$ cat config.mk
export PLATFORM = sky130hd
export DESIGN_NAME = eth_backoff_ctrl
export DESIGN_NICKNAME = d
export VERILOG_FILES = /design/src/rtl/eth_backoff_ctrl.sv
export SDC_FILE = /design/constraint.sdc
export NUM_CORES = 1
export LEC_CHECK = 0
export BUFFER_PORTS_ARGS = -buffer_cell sky130_fd_sc_hd__buf_4
export CORE_MARGIN = 8
export CORE_UTILIZATION = 45
export DETAILED_ROUTE_END_ITERATION = 6
export GPL_TIMING_DRIVEN = 0
export HOLD_SLACK_MARGIN = 0.12
export PLACE_DENSITY = 0.65
export SETUP_SLACK_MARGIN = 0.4
export SLEW_MARGIN = 20
export SYNTH_ARGS = -nofsm -noshare
export SYNTH_HDL_FRONTEND = slang
export SYNTH_SLANG_ARGS = --single-unit
$ cat constraint.sdc
create_clock -name clk -period 2.8 [get_ports clk]
set_input_delay 0.56 -clock clk [delete_from_list [all_inputs] [get_ports clk]]
set_output_delay 0.56 -clock clk [all_outputs]
set_load 0.01 [all_outputs]
$ cat src/rtl/eth_backoff_ctrl.sv
// Half-duplex Ethernet transmit scheduler: truncated binary exponential
// backoff after collisions, with frame abort on excessive collisions.
module eth_backoff_ctrl #(
  parameter int unsigned SLOT_CYCLES   = 64,
  parameter int unsigned BACKOFF_LIMIT = 10,
  parameter int unsigned ATTEMPT_LIMIT = 16,
  parameter logic [15:0] SEED          = 16'hACE1
) (
  input  logic       clk,
  input  logic       rst_n,
  input  logic       tx_req,
  input  logic       collision,
  input  logic       tx_done,
  output logic       tx_grant,
  output logic       backoff_active,
  output logic       abort,
  output logic [4:0] attempt_cnt,
  output logic [9:0] slots_remaining
);

  localparam int unsigned         TIMER_W      = (SLOT_CYCLES > 1) ? $clog2(SLOT_CYCLES) : 1;
  localparam logic [TIMER_W-1:0]  TIMER_RELOAD = TIMER_W'(SLOT_CYCLES - 1);
  localparam logic [4:0]          ATTEMPT_MAX  = 5'(ATTEMPT_LIMIT);
  localparam logic [4:0]          K_LIMIT      = 5'(BACKOFF_LIMIT);

  typedef enum logic [1:0] {
    ST_IDLE,
    ST_READY,
    ST_BACKOFF,
    ST_ABORT
  } state_t;

  state_t               state;
  state_t               state_nx;
  logic [15:0]          lfsr;
  logic                 lfsr_phase;
  logic [TIMER_W-1:0]   timer;
  logic [TIMER_W-1:0]   timer_nx;
  logic [4:0]           attempt_nx;
  logic [9:0]           slots_nx;
  logic [4:0]           attempt_inc;
  logic [3:0]           k;
  logic [9:0]           slot_mask;

  // Free-running LFSR; advances on every second clock, first shift on the
  // second edge after reset release.
  always_ff @(posedge clk or negedge rst_n) begin
    if (!rst_n) begin
      lfsr       <= SEED;
      lfsr_phase <= 1'b0;
    end else begin
      lfsr_phase <= ~lfsr_phase;
      if (lfsr_phase) begin
        lfsr <= {lfsr[0] ^ lfsr[2] ^ lfsr[3] ^ lfsr[5], lfsr[15:1]};
      end
    end
  end

  // Next-state, counter and backoff-window logic.
  always_comb begin
    state_nx    = state;
    timer_nx    = timer;
    attempt_nx  = attempt_cnt;
    slots_nx    = slots_remaining;
    attempt_inc = attempt_cnt + 5'd1;
    k           = (attempt_inc > K_LIMIT) ? K_LIMIT[3:0] : attempt_inc[3:0];
    slot_mask   = 10'((11'd1 << k) - 11'd1);

    case (state)
      ST_IDLE: begin
        attempt_nx = 5'd0;
        slots_nx   = 10'd0;
        if (tx_req) begin
          state_nx = ST_READY;
        end
      end

      ST_READY: begin
        // Collision wins over tx_done and over a dropped request.
        if (collision) begin
          if (attempt_inc == ATTEMPT_MAX) begin
            state_nx = ST_ABORT;
          end else begin
            attempt_nx = attempt_inc;
            slots_nx   = lfsr[9:0] & slot_mask;
            timer_nx   = TIMER_RELOAD;
            state_nx   = ST_BACKOFF;
          end
        end else if (tx_done || !tx_req) begin
          attempt_nx = 5'd0;
          state_nx   = ST_IDLE;
        end
      end

      ST_BACKOFF: begin
        if (!tx_req) begin
          attempt_nx = 5'd0;
          slots_nx   = 10'd0;
          state_nx   = ST_IDLE;
        end else if (slots_remaining == 10'd0) begin
          state_nx = ST_READY;
        end else if (timer == '0) begin
          slots_nx = slots_remaining - 10'd1;
          timer_nx = TIMER_RELOAD;
        end else begin
          timer_nx = timer - TIMER_W'(1);
        end
      end

      ST_ABORT: begin
        attempt_nx = 5'd0;
        state_nx   = ST_IDLE;
      end

      default: begin
        attempt_nx = 5'd0;
        slots_nx   = 10'd0;
        state_nx   = ST_IDLE;
      end
    endcase
  end

  // State, counters and state-decoded outputs, all registered.
  always_ff @(posedge clk or negedge rst_n) begin
    if (!rst_n) begin
      state           <= ST_IDLE;
      timer           <= '0;
      attempt_cnt     <= 5'd0;
      slots_remaining <= 10'd0;
      tx_grant        <= 1'b0;
      backoff_active  <= 1'b0;
      abort           <= 1'b0;
    end else begin
      state           <= state_nx;
      timer           <= timer_nx;
      attempt_cnt     <= attempt_nx;
      slots_remaining <= slots_nx;
      tx_grant        <= (state_nx == ST_READY);
      backoff_active  <= (state_nx == ST_BACKOFF);
      abort           <= (state_nx == ST_ABORT);
    end
  end

endmodule

==> out/results.ini <==
[drt]
drt-initial-drc-count=147
wl_per_cell_um=15.6
antenna_left=0
drtPass1Iterations=4
drt-total-wl_um=6220
detail_route.vias_per_cell=5.60
post-route-drc-count=0
via_count=2227

[pwr]
power.share.clock=0.164
switchingPower_mw=1.04
p_int_mw=1.44
ir_drop_v=0.000413
p_seq_frac=0.311
netSwitchingFraction=0.418
p_comb_frac=0.525
p_leak_nw=1.42
power.density_nw_per_um2=770

[layout]
fin_util=0.551
antenna_cells=0
final_cell_mix=buf_4, dfrtp_1, nand2_1
layout-drive-gt1-share=0.316
final_nets=339
fillers=566
area_growth_pct=20.1

[die]
io-pin-count=23
coreArea_um2=5850
die_h_um=93.2
rows=28
dieWidth_um=93.2
start_util=0.459
die-area_um2=8690

[worst_setup_path]
path_max_fanout=8
cp_num_buf_inv=1
crit_cells=11
end_kind=register
cp_top_family=simple AND/OR/NAND/NOR gates
crit_top_cell=ha_4
startpoint=attempt_cnt[0]
arrival_ns=2.78
critPathKind=reg2reg
slowest_delay_ns=0.45
critPathRequiredTime_ns=3.02
path_cells=ha_4 > buf_8 > nand4bb_1 > a21boi_2 > o31ai_4 > or3_4 > ha_4 > nor4_4 > a21oi_1 > or3b_1 > o211ai_1
reg2reg_depth=11
slowest_stage=dfrtp_2
cp-start-kind=register
timing.rr.start=attempt_cnt[0]

[synthesis]
yosys_warnings=0
ys_ff_latch=43
syn-num-nets=300
async_flop_share=1.00
synth-edff-count=0
post_synth.cell_area_avg_um2=9.48
synth_area_um2=2680
postSynthCellCount=283
synth_cell_types=61
ys.flop_type=dfrtp_1
ys_seq_area_frac=0.405

[sta]
max_freq_mhz=391
rsz0062_at_grt=yes
fin_crit_sh=0.912
setup_viol=0
whs_ns=0.237
setup_tns_ns=0
skew_ns=0.00420
slew_violations=0
relSlewSlack=0.640
fin_crit_ns=2.55
worst_slack_ns=0.245
worstMarginPinSlew_ns=0.541
hold_viol=0

[global_routing]
first_global_vias=2266
grtUsageTotal=0.150
antenna_found_initial=0
grt_max_degree=44
grt-ovfl-total=0
grt_pass1_wl_um=10700

[outcome]
outcome=finished clean

[placed_design]
port_buffers=22
pre_cts_slack_ns=0.173
hpwl_um=4510
gp_congestion=0.854

[clocking]
htree_levels=2
clk_latency_ns=0.30
cts_root_buf=clkbuf_8
cts_sinks=43
cts_buffers=5
clkTransAtPathRegs_ns=0.09
cts_buffer_depth=2
postCtsHoldBufs=0
cts_tree=built

[job]
maxCapViolCount=0

[hold_path]
hold_class=in2async

layout make-up:
type / instances / area (µm²) / share of cell area
well taps: 75 / 93.8 / 0.0291
clock inverters: 3 / 23.8 / 0.00738
repair buffers: 32 / 240 / 0.0745
clock buffers: 5 / 68.8 / 0.0214
multi-input cells: 214 / 1580 / 0.489
plain buffers: 11 / 75.1 / 0.0233
inverters: 15 / 56.3 / 0.0175
flip-flops and latches: 43 / 1090 / 0.338
power groups by stage:
stage	Clock [mW]	Sequential, mW	Combinational [mW]
after detailed placement	0	0.790	1.13
after global routing	0.444	0.786	1.44
after global placement	0	0.789	1.12
final	0.406	0.772	1.30
after CTS	0.424	0.772	1.23
after floorplan	0	0.796	0.810
state kept, by name (all words and copies together) (netlist names):
signal and cells:
abort 1, attempt_cnt 5, backoff_active 1, lfsr 16, lfsr_phase 1, slots_remaining 10, state 2, timer 6
tx_grant 1
Yosys cell counts (5+ instances only):
master	count	area (µm²)
a21oi_1	15	75.1
nand2_1	27	101
inv_1	14	52.6
dfrtp_1	35	876
mux2_2	15	169
dfstp_2	8	210
nor3_1	9	45.0
ha_1	12	150
a31oi_1	7	43.8
nand3_1	9	45.0
nand4_1	5	31.3
o21ai_0	22	110
nor2_1	20	75.1
xnor2_1	7	61.3
clkbuf_1	5	18.8
path summary, 6_finish.rpt:
path / end / slack, ns
min: attempt_cnt[2] / 0.24
max in group asynchronous: attempt_cnt[1] / 2.17
min reg2reg: lfsr[15] / 0.49
min in group clk: lfsr[15] / 0.49
max reg2reg: slots_remaining[6] / 0.25
max: slots_remaining[6] / 0.25
cells by family after synthesis:
| group | synth area share |
|---|---|
| AOI/OAI and AO/OA | 0.195 |
| xor gates and xnor gates | 0.0261 |
| buffers and inverters | 0.0462 |
| muxes | 0.0629 |
| and+or+nand+nor | 0.209 |
| adders and majority gates | 0.0559 |
| DFF | 0.405 |
stage by stage:
step	power (mW)	instances	cell area, µm²
floorplan	1.61	283	2730
global placement	1.91	380	2990
detailed placement	1.92	380	2990
CTS	2.43	395	3170
global route	2.67	398	3220
finish	2.48	398	3220
layer usage:
metal	global-route usage	vias to the layer above	share of wire	wire [µm]
met5	0	-	0	0
met4	0.0483	0	0.013	81
met3	0.0393	9	0.047	290
met2	0.250	49	0.48	2970
met1	0.184	1067	0.46	2880
li1	-	1102	-	-
what timing repair did:
item / 4_1_cts / 5_1_grt
pin swaps: 2 / 6
gates resized for setup: 8 / 8
buffers inserted: 7 / 3
setup endpoints to repair: 3 / 14
(Power assumes the default switching activity.)
